File: config.mk
export PLATFORM = sky130hd
export DESIGN_NAME = sample_prefetch
export DESIGN_NICKNAME = d
export VERILOG_FILES = /design/src/rtl/audio_pkg.sv /design/src/rtl/sample_fifo.sv /design/src/rtl/sample_prefetch.sv
export SDC_FILE = /design/constraint.sdc
export NUM_CORES = 1
export LEC_CHECK = 0
export BUFFER_PORTS_ARGS = -buffer_cell sky130_fd_sc_hd__buf_2
export CELL_PAD_IN_SITES_DETAIL_PLACEMENT = 2
export CELL_PAD_IN_SITES_GLOBAL_PLACEMENT = 2
export CORE_MARGIN = 8
export CORE_UTILIZATION = 44
export DETAILED_ROUTE_END_ITERATION = 7
export PLACE_DENSITY_LB_ADDON = 0.1
export SETUP_SLACK_MARGIN = 0.02
export SYNTH_ARGS = -nofsm -noshare
export SYNTH_HDL_FRONTEND = slang
export SYNTH_SLANG_ARGS = --single-unit
File: constraint.sdc
create_clock -name clk -period 5.25 [get_ports clk]
set_input_delay 0.7875 -clock clk [delete_from_list [all_inputs] [get_ports clk]]
set_output_delay 0.7875 -clock clk [all_outputs]
set_load 0.03 [all_outputs]
File: src/rtl/audio_pkg.sv
// Shared types and constants for the audio sample path.
// The volume scaler is kept here so every block sees the same product width.
package audio_pkg;

  localparam int SAMPLE_W = 16;
  localparam int VOL_W    = 4;
  localparam int PROD_W   = SAMPLE_W + VOL_W + 1;

  typedef enum logic [1:0] {
    IDLE = 2'd0,
    REQ  = 2'd1,
    WAIT = 2'd2
  } prefetch_state_t;

  // Signed sample times unsigned gain; the extra zero bit keeps volume non-negative.
  function automatic logic signed [PROD_W-1:0] scale_product(
    input logic [SAMPLE_W-1:0] sample,
    input logic [VOL_W-1:0]    vol
  );
    logic signed [PROD_W-1:0] s_ext;
    logic signed [PROD_W-1:0] v_ext;
    s_ext = PROD_W'($signed(sample));
    v_ext = PROD_W'({1'b0, vol});
    return s_ext * v_ext;
  endfunction

endpackage

File: src/rtl/sample_fifo.sv
// Single-clock FIFO with registered read data.
// A read of an empty FIFO, or a read during flush, returns zero instead of stale data.
module sample_fifo #(
  parameter int DEPTH = 8,
  parameter int WIDTH = 16
) (
  input  logic                   clk,
  input  logic                   reset,
  input  logic                   wr_en,
  input  logic                   rd_en,
  input  logic                   flush,
  input  logic [WIDTH-1:0]       wr_data,
  output logic [WIDTH-1:0]       rd_data,
  output logic [$clog2(DEPTH):0] count
);

  localparam int AW = $clog2(DEPTH);
  localparam int CW = AW + 1;
  localparam logic [CW-1:0] FULL_C = CW'(DEPTH);

  logic [WIDTH-1:0] mem_q [DEPTH];
  logic [AW-1:0]    wr_ptr_q;
  logic [AW-1:0]    rd_ptr_q;
  logic [CW-1:0]    count_q;
  logic [CW-1:0]    count_d;
  logic [WIDTH-1:0] rd_data_q;
  logic             do_wr;
  logic             do_rd;

  assign do_wr = wr_en && !flush && (count_q != FULL_C);
  assign do_rd = rd_en && !flush && (count_q != '0);

  always_comb begin
    count_d = count_q;
    if (flush) begin
      count_d = '0;
    end else if (do_wr && !do_rd) begin
      count_d = count_q + CW'(1);
    end else if (do_rd && !do_wr) begin
      count_d = count_q - CW'(1);
    end
  end

  always_ff @(posedge clk) begin
    if (do_wr) begin
      mem_q[wr_ptr_q] <= wr_data;
    end
  end

  // Pointers are AW bits wide, so they wrap modulo DEPTH on their own.
  always_ff @(posedge clk) begin
    if (!reset) begin
      wr_ptr_q  <= '0;
      rd_ptr_q  <= '0;
      count_q   <= '0;
      rd_data_q <= '0;
    end else begin
      count_q <= count_d;
      if (flush) begin
        wr_ptr_q <= '0;
        rd_ptr_q <= '0;
      end else begin
        if (do_wr) begin
          wr_ptr_q <= wr_ptr_q + AW'(1);
        end
        if (do_rd) begin
          rd_ptr_q <= rd_ptr_q + AW'(1);
        end
      end
      if (rd_en) begin
        rd_data_q <= do_rd ? mem_q[rd_ptr_q] : '0;
      end
    end
  end

  assign rd_data = rd_data_q;
  assign count   = count_q;

endmodule

File: src/rtl/sample_prefetch.sv
// Requests samples from the sine generator, scales them by volume and queues them
// for the codec, which drains one sample per new_frame.
//
//   state | meaning
//   IDLE  | no request outstanding; issue one when play=1 and FIFO not full
//   REQ   | generate_next high this cycle; timeout counter cleared
//   WAIT  | waiting for sample_ready_in; retry after TIMEOUT+1 cycles
module sample_prefetch
  import audio_pkg::*;
#(
  parameter int DEPTH   = 8,
  parameter int TIMEOUT = 15
) (
  input  logic                   clk,
  input  logic                   reset,
  input  logic                   play,
  input  logic                   done,
  input  logic [VOL_W-1:0]       volume,
  input  logic                   sample_ready_in,
  input  logic [SAMPLE_W-1:0]    sample_in,
  output logic                   generate_next,
  input  logic                   new_frame,
  output logic [SAMPLE_W-1:0]    frame_sample,
  output logic                   frame_valid,
  output logic                   underflow,
  output logic [$clog2(DEPTH):0] level
);

  localparam int CNT_W = $clog2(DEPTH) + 1;
  localparam logic [CNT_W-1:0] DEPTH_C   = CNT_W'(DEPTH);
  localparam logic [3:0]       TIMEOUT_C = 4'(TIMEOUT);

  prefetch_state_t          state_q;
  logic                     gen_q;
  logic [3:0]               tmo_q;
  logic                     underflow_q;
  logic                     frame_valid_q;
  logic signed [PROD_W-1:0] product;
  logic [SAMPLE_W-1:0]      scaled;
  logic                     product_unused;
  logic                     wr_en;
  logic [CNT_W-1:0]         fifo_count;

  // Keeping bits [19:4] is an arithmetic shift right by 4, rounding toward -inf.
  assign product        = scale_product(sample_in, volume);
  assign scaled         = product[SAMPLE_W+VOL_W-1:VOL_W];
  assign product_unused = ^{product[PROD_W-1], product[VOL_W-1:0]};

  assign wr_en = (state_q == WAIT) && sample_ready_in && !done;

  sample_fifo #(
    .DEPTH (DEPTH),
    .WIDTH (SAMPLE_W)
  ) u_fifo (
    .clk     (clk),
    .reset   (reset),
    .wr_en   (wr_en),
    .rd_en   (new_frame),
    .flush   (done),
    .wr_data (scaled),
    .rd_data (frame_sample),
    .count   (fifo_count)
  );

  always_ff @(posedge clk) begin
    if (!reset) begin
      state_q       <= IDLE;
      gen_q         <= 1'b0;
      tmo_q         <= '0;
      underflow_q   <= 1'b0;
      frame_valid_q <= 1'b0;
    end else begin
      frame_valid_q <= new_frame;
      // A pop coinciding with done is answered with zero but is not an underflow.
      if (new_frame && !done && (fifo_count == '0)) begin
        underflow_q <= 1'b1;
      end
      if (done) begin
        state_q <= IDLE;
        gen_q   <= 1'b0;
        tmo_q   <= '0;
      end else begin
        case (state_q)
          IDLE: begin
            gen_q <= 1'b0;
            if (play && (fifo_count < DEPTH_C)) begin
              state_q <= REQ;
              gen_q   <= 1'b1;
            end
          end
          REQ: begin
            state_q <= WAIT;
            gen_q   <= 1'b0;
            tmo_q   <= '0;
          end
          WAIT: begin
            if (sample_ready_in) begin
              state_q <= IDLE;
            end else if (tmo_q == TIMEOUT_C) begin
              state_q <= REQ;
              gen_q   <= 1'b1;
            end else begin
              tmo_q <= tmo_q + 4'd1;
            end
          end
          default: begin
            state_q <= IDLE;
            gen_q   <= 1'b0;
            tmo_q   <= '0;
          end
        endcase
      end
    end
  end

  assign generate_next = gen_q;
  assign frame_valid   = frame_valid_q;
  assign underflow     = underflow_q;
  assign level         = fifo_count;

endmodule

==> results of run 1 <==
[synthesized netlist by cell type, types with 4 or more instances]
library cell / count
buf_6: 6
o21ai_0: 11
mux4_2: 9
and2_1: 62
xor2_1: 12
mux2i_1: 19
edfxtp_1: 128
a31oi_1: 6
and3_1: 4
nor3b_1: 4
o22ai_1: 17
a21oi_1: 17
clkbuf_1: 9
inv_1: 87
xnor2_1: 14
nor2_1: 24
nor2b_1: 5
nand3_1: 6
nand2_1: 35
mux4_1: 23
dfxtp_1: 38
ha_1: 41
fa_1: 32
[logic make-up after synthesis]
logic type	share of synthesized area
AO/OA/AOI/OAI	0.0496
XOR/XNOR	0.0259
adder cells (fa/ha/maj)	0.131
buffers and inverters	0.0530
flip-flops	0.524
multiplexers	0.115
AND/OR/NAND/NOR	0.102
[power groups by stage]
| stage | sequential [mW] | combinational (mW) | clock (mW) |
|---|---|---|---|
| CTS | 1.61 | 0.686 | 1.26 |
| floorplan | 1.63 | 0.444 | 0 |
| finish | 1.61 | 0.675 | 1.25 |
| detailed placement | 1.63 | 0.676 | 0 |
| global route | 1.61 | 0.757 | 1.31 |
| global placement | 1.63 | 0.603 | 0 |
[layer usage]
metal	GRT usage	vias to the layer above
met3	0.0250	22
met2	0.348	102
li1	-	2436
met4	0.0630	0
met1	0.228	2762
met5	0	-
[placed cells by master, fill, tap and decap left out, types with 5 or more instances in the layout]
master / n
clkbuf_16: 21
a21oi_1: 17
o22ai_1: 17
clkbuf_1: 5
mux2i_1: 19
o21ai_0: 11
inv_1: 87
xnor2_1: 14
ha_1: 41
buf_2: 48
edfxtp_1: 128
xor2_1: 12
mux4_2: 9
and2_1: 62
nand3_1: 6
dfxtp_1: 38
a31oi_1: 6
mux4_1: 23
nand2_1: 35
fa_1: 32
nor2_1: 23
[worst paths after layout]
path,from,end,slack [ns],cells past startpoint
setup / recovery,volume[2],u_fifo.mem_q[4][12]$_DFFE_PP_,0.82,13
setup reg to reg,u_fifo.count[0]$_SDFFE_PP0P_,u_fifo.count[3]$_SDFFE_PP0P_,1.85,10
hold reg to reg,underflow$_SDFFE_PN0P_,underflow$_SDFFE_PN0P_,0.50,2
hold / removal,underflow$_SDFFE_PN0P_,underflow$_SDFFE_PN0P_,0.50,2
[layout make-up]
type | instances | area (µm²)
Clock buffer | 28 | 572
Multi-Input combinational cell | 381 | 3770
Fill cell | 1898 | 9630
Sequential cell | 166 | 4600
Clock inverter | 4 | 27.5
Timing Repair Buffer | 52 | 270
Tap cell | 265 | 332
Inverter | 87 | 327
[registers in the layout (all words and copies together), names as in the netlist, named ones only]
name,count
frame_valid,1
generate_next,1
state_q,2
tmo_q,4
u_fifo.count,4
u_fifo.mem_q,128
u_fifo.rd_data,16
u_fifo.rd_ptr_q,3
u_fifo.wr_ptr_q,3
underflow,1
[worst max-delay path, delay by kind of cell]
kind | cells | cell delay, ns
buffers and inverters | 3 | 0.27
adders and majority gates | 4 | 1.80
and+or+nand+nor | 2 | 0.24
AOI/OAI and AO/OA | 3 | 0.84
xor gates and xnor gates | 1 | 0.61
[metrics by stage]
stage               power (mW)  setup WS (ns)  area, µm²  utilization
floorplan                 2.08           1.02       8790            -
global placement          2.23          0.623       9300        0.476
detailed placement        2.31          0.364       9300        0.476
CTS                       3.55          0.785       9900        0.507
global route              3.67          0.553       9900        0.507
finish                    3.53          0.817       9900        0.507
==> flow_summary.yaml, run 1 <==
floorplanning:
  dieArea_um2: 24700
  die_y_um: 157
  pin_count: 49
  core_area_um2: 19500
  die-width_um: 157
  floorplan.rows: 51
  initial_utilization: 0.450
placement:
  port_buffers: 48
  place_inst: 951
  finalWeightedCongestion: 0.805
  dpl.hpwl_mm: 15.5
timing:
  fin_hold_ws_ns: 0.496
  finalWorstPathRequiredPeriod_ns: 4.43
  fin_skew_ns: 0.0169
  grt_setup_unrepaired: "no"
  hold_violations: 0
  setup_tns_ns: 0
  clock.fmax_mhz: 226
  slew_headroom: 0.180
  slew_viol_final: 0
  post-route-period-util: 0.844
  setup-violations-final: 0
  tightestPinTransition_ns: 1.22
cts:
  cts-root-to-sink-buffers: 2
  cts.htree.levels: 4
  worstSkewPairLatency_ns: 0.43
  cts_tree: "built"
  clock_slew_at_the_register_clock_pins_of_the_worst_setup_and_hold_paths_ns: 0.06
  ctsHoldBuffers: 0
  post-cts-setup-buffers: 0
  tritoncts_num_sinks: 166
  cts-resized-gates: 0
  clock-root-buffer: "clkbuf_16"
  clock_buffers_created_by_tritoncts: 17
power:
  max_ir_drop_vdd_mv: 0.226
  clock_power_share: 0.355
  netSwitchingPower_mw: 0.984
  combinationalPowerShare: 0.191
  power_report.internal_total_mw: 2.55
  sw_frac_of_total: 0.278
  static-leakage-power_nw: 3.79
  power_density_nw_per_um2: 357
  power_frac_seq: 0.454
yosys:
  synth_top_area_share: 0.437
  synthFlopType: "edfxtp_1"
  syn_nets: 755
  synth.yosys.seq_area_share: 0.524
  netlist-cell-type-count: 53
  ys_warn_count: 0
  netlist_area_pre_place_um2: 8790
  post_synth_main_area_contributors: "edfxtp_1 44%, dfxtp_1 8.7%, fa_1 7.3%, mux4_1 6.9%, ha_1 5.8%"
  yosys_register_bits: 166
  synth_area_leader_cell: "edfxtp_1"
  syn_inst: 656
  post_synth.cell_area_avg_um2: 13.4
  synth_async_sr_flop_share: 0
  synth_enable_flop_cells: 128
grt:
  grt_max_degree: 33
  global_route.overflow_total: 0
  grt_antenna_before_repair: 0
  globalRouteTotalUtil: 0.191
  global_route_wire_length_before_repair_mm: 35.5
  number_of_global_route_vias_before_repair: 6121
finish:
  area_growth_syn_to_layout_pct: 12.7
  post_layout_nonfiller_instances: 983
  n_antenna_cell: 0
  design.final.nets: 804
  layout-drive-gt1-share: 0.149
worst_setup_path:
  endpoint_kind: "flip-flop"
  worst_path_max_delay_cell: "xor2_1"
  worst_path_largest_cell_delay_ns: 0.61
  worst_endpoint_data_arrival_time_ns: 4.56
  critPathLaunchType: "input pin"
  path_max_fanout: 16
  required_ns: 5.38
  worstSetupPathType: "input pin to flip-flop"
  cp_cell_sequence: "buf_2 -> and2_1 -> ha_1 -> fa_1 -> inv_1 -> fa_1 -> inv_1 -> ha_1 -> nand2_1 -> o21ai_0 -> a31oi_1 -> a31oi_1 -> xor2_1"
detailed_routing:
  wl_met1_mm: 9.52
  routed-via-count: 5322
  wire_per_inst_um: 22.5
  drt-pass1-iter-count: 4
  first_iter_violations: 201
  antenna_violating_nets_post_route: 0
  topRoutingLayerUsed: "met4"
  post_drt_via_cell_ratio: 5.41
  wl_met3_um: 694
  route.detailed.drc: 0
  totalWireLength_mm: 22.1
  route.met2.wl_mm: 11.7
min_path:
  tightest_hold_check_type: "flip-flop to flip-flop"
run_status:
  status: "finished, final reports clean"
job:
  maxcap_violations: 0
No activity file was read; power rests on OpenSTA's default activity.
==> run 2: changes to the inputs <==
clock period = 4.5 ns   (was 5.25 ns; I/O delays follow)
==> run 2 against run 1 <==
First-iteration DRC count rose by 38%. Flip-flop and latch count is the same. Combinational power increased by 38%. Sequential share of layout area fell by 1.2 points. Sequential power up 16%. Core utilization grew 1.4 points. Register-to-register slack lost 0.58 ns. Cell area up 2.7%. Largest cell class unchanged.
==> flow_summary.yaml, run 2 (synthesis results as in run 1) <==
run_status:
  status: "finished, final reports clean"
worst_setup_path:
  worst-path-stages: 14
  critPathTopFamily: "adder cells"
  worst_path_largest_cell_delay_ns: 0.66
  rr_worst_depth: 10
  worst_r2r_endpoint: "u_fifo.count[3]$_SDFFE_PP0P_"
  crit_buf_inv: 4
  r2r_setup_slack_ns: 1.27
  path_max_fanout: 11
  worstSetupPathType: "input pin to flip-flop"
  worst_path_max_delay_cell: "o311ai_2"
  endpoint_kind: "flip-flop"
  cp_cell_sequence: "buf_2 -> buf_4 -> and2_1 -> ha_1 -> fa_1 -> inv_1 -> fa_1 -> inv_1 -> ha_1 -> and4_2 -> and3_2 -> nand3_2 -> and3_4 -> o311ai_2"
  critPathLaunch: "volume[2]"
  timing.critical_path.to: "u_fifo.mem_q[0][13]$_DFFE_PP_"
  worst_endpoint_data_arrival_time_ns: 4.36
  r2r-start: "u_fifo.count[3]$_SDFFE_PP0P_"
  critPathLaunchType: "input pin"
  required_ns: 4.63
floorplanning:
  pin_count: 49
  core_area_um2: 19500
  die-width_um: 157
  dieArea_um2: 24700
  die_y_um: 157
  floorplan.rows: 51
  initial_utilization: 0.450
power:
  combinationalPowerShare: 0.213
  power_report.internal_total_mw: 3.14
  clock_power_share: 0.360
  power_frac_seq: 0.427
  sw_frac_of_total: 0.282
  finalPower_mw: 4.38
  power_density_nw_per_um2: 431
  max_ir_drop_vdd_mv: 0.291
  static-leakage-power_nw: 3.95
  netSwitchingPower_mw: 1.23
detailed_routing:
  wire_per_inst_um: 23.4
  routed-via-count: 5466
  antenna_violating_nets_post_route: 0
  post_drt_via_cell_ratio: 5.40
  drt-pass1-iter-count: 4
  route.met2.wl_mm: 12.2
  topRoutingLayerUsed: "met4"
  wl_met1_mm: 10.3
  totalWireLength_mm: 23.7
  route.detailed.drc: 0
  first_iter_violations: 277
  wl_met3_um: 830
cts:
  cts-root-to-sink-buffers: 2
  post-cts-setup-buffers: 0
  clock_buffers_created_by_tritoncts: 17
  clock_slew_at_the_register_clock_pins_of_the_worst_setup_and_hold_paths_ns: 0.07
  cts_tree: "built"
  worstSkewPairLatency_ns: 0.43
  cts.htree.levels: 4
  tritoncts_num_sinks: 166
  clock-root-buffer: "clkbuf_16"
timing:
  hold_violations: 0
  slew_viol_final: 0
  setup-violations-final: 0
  grt_setup_unrepaired: "no"
  finalWorstPathRequiredPeriod_ns: 4.23
  fin_skew_ns: 0.0121
  clock.fmax_mhz: 236
  setup_tns_ns: 0
  post-route-period-util: 0.941
  tightestPinTransition_ns: 1.27
  slew_headroom: 0.152
placement:
  port_buffers: 48
  dpl.hpwl_mm: 16.2
  finalWeightedCongestion: 0.776
grt:
  globalRouteTotalUtil: 0.202
  grt_antenna_before_repair: 0
  global_route.overflow_total: 0
  grt_max_degree: 33
  number_of_global_route_vias_before_repair: 6260
  global_route_wire_length_before_repair_mm: 37.1
finish:
  design.final.nets: 833
  area_growth_syn_to_layout_pct: 15.7
  n_antenna_cell: 0
  register_name_with_the_most_flops: "u_fifo.mem_q"
  most_common_cell_after_layout_fill_and_taps_aside: "edfxtp_1"
  layout-drive-gt1-share: 0.187
  number_of_flip_flops_under_the_largest_register_name: 128
  most_frequent_cells_in_the_layout: "128 x edfxtp_1, 87 x inv_1, 62 x and2_1"
job:
  maxcap_violations: 0
min_path:
  tightest_hold_check_type: "flip-flop to flip-flop"
run 2: changes by cell type in the layout (fill, tap and decap cells not counted), moves of 2 or more:
cell,before,now
clkinv_2,2,0
buf_4,4,33
inv_4,0,2
clkbuf_1,5,1
clkinv_4,2,0
inv_6,0,2
run 2: metrics by stage:
stage | std cells | hold slack (ns) | cell area (µm²) | worst slack [ns] | utilization
after global routing | 1012 | 0.503 | 10200 | 0.0426 | 0.521
after CTS | 1012 | 0.482 | 10200 | 0.0909 | 0.520
final | 1012 | 0.485 | 10200 | 0.265 | 0.521
after detailed placement | 980 | 0.473 | 9520 | -0.251 | 0.487
after floorplan | 656 | 0.454 | 8790 | 0.385 | -
after global placement | 980 | 0.460 | 9520 | 0.0772 | 0.487
run 2: worst min-delay path by stage:
stage                                      from  slack (ns)                     to  cells past startpoint
after floorplan           tmo_q[1]$_SDFFE_PP0P_        0.45  tmo_q[1]$_SDFFE_PP0P_                      2
after global routing      tmo_q[1]$_SDFFE_PP0P_        0.50  tmo_q[1]$_SDFFE_PP0P_                      2
after CTS                 tmo_q[1]$_SDFFE_PP0P_        0.48  tmo_q[1]$_SDFFE_PP0P_                      2
final                     tmo_q[1]$_SDFFE_PP0P_        0.48  tmo_q[1]$_SDFFE_PP0P_                      2
after global placement    tmo_q[1]$_SDFFE_PP0P_        0.46  tmo_q[1]$_SDFFE_PP0P_                      2
after detailed placement  tmo_q[1]$_SDFFE_PP0P_        0.47  tmo_q[1]$_SDFFE_PP0P_                      2
run 2: repair_timing:
action | CTS | global route
setup endpoints to repair | 0 | 8
hold buffers | 0 | 0
resized for setup | 0 | 1
run 2: layout make-up:
type	instances	area, µm²
fillers	1868	9360
flip-flops and latches	166	4600
repair buffers	81	488
multi-input cells	381	3770
clock buffers	25	571
inverters	87	327
well taps	265	332
clock inverters	7	71.3
run 2: metal layers:
metal  GRT usage  up-vias
li1            -     2501
met5           0        -
met1       0.250     2832
met3      0.0326       22
met4      0.0553        0
met2       0.359      111
run 2: power by group through the flow:
stage / Combinational [mW] / Clock, mW / Sequential, mW
2_1_floorplan: 0.518 / 0 / 1.90
3_3_place_gp: 0.807 / 0 / 1.90
3_5_place_dp: 0.900 / 0 / 1.90
4_1_cts: 0.931 / 1.59 / 1.87
5_1_grt: 1.02 / 1.63 / 1.87
6_report: 0.931 / 1.58 / 1.87
run 2: worst register-to-register path: stages (launching register included):
cell     delay [ns]
dfxtp_1        0.47
nor4b_1        0.74
nor3_1         0.25
ha_1           0.29
inv_1          0.15
ha_1           0.28
a21o_1         0.20
a21oi_1        0.18
xnor2_1        0.12
or3_1          0.33
a21oi_1        0.15
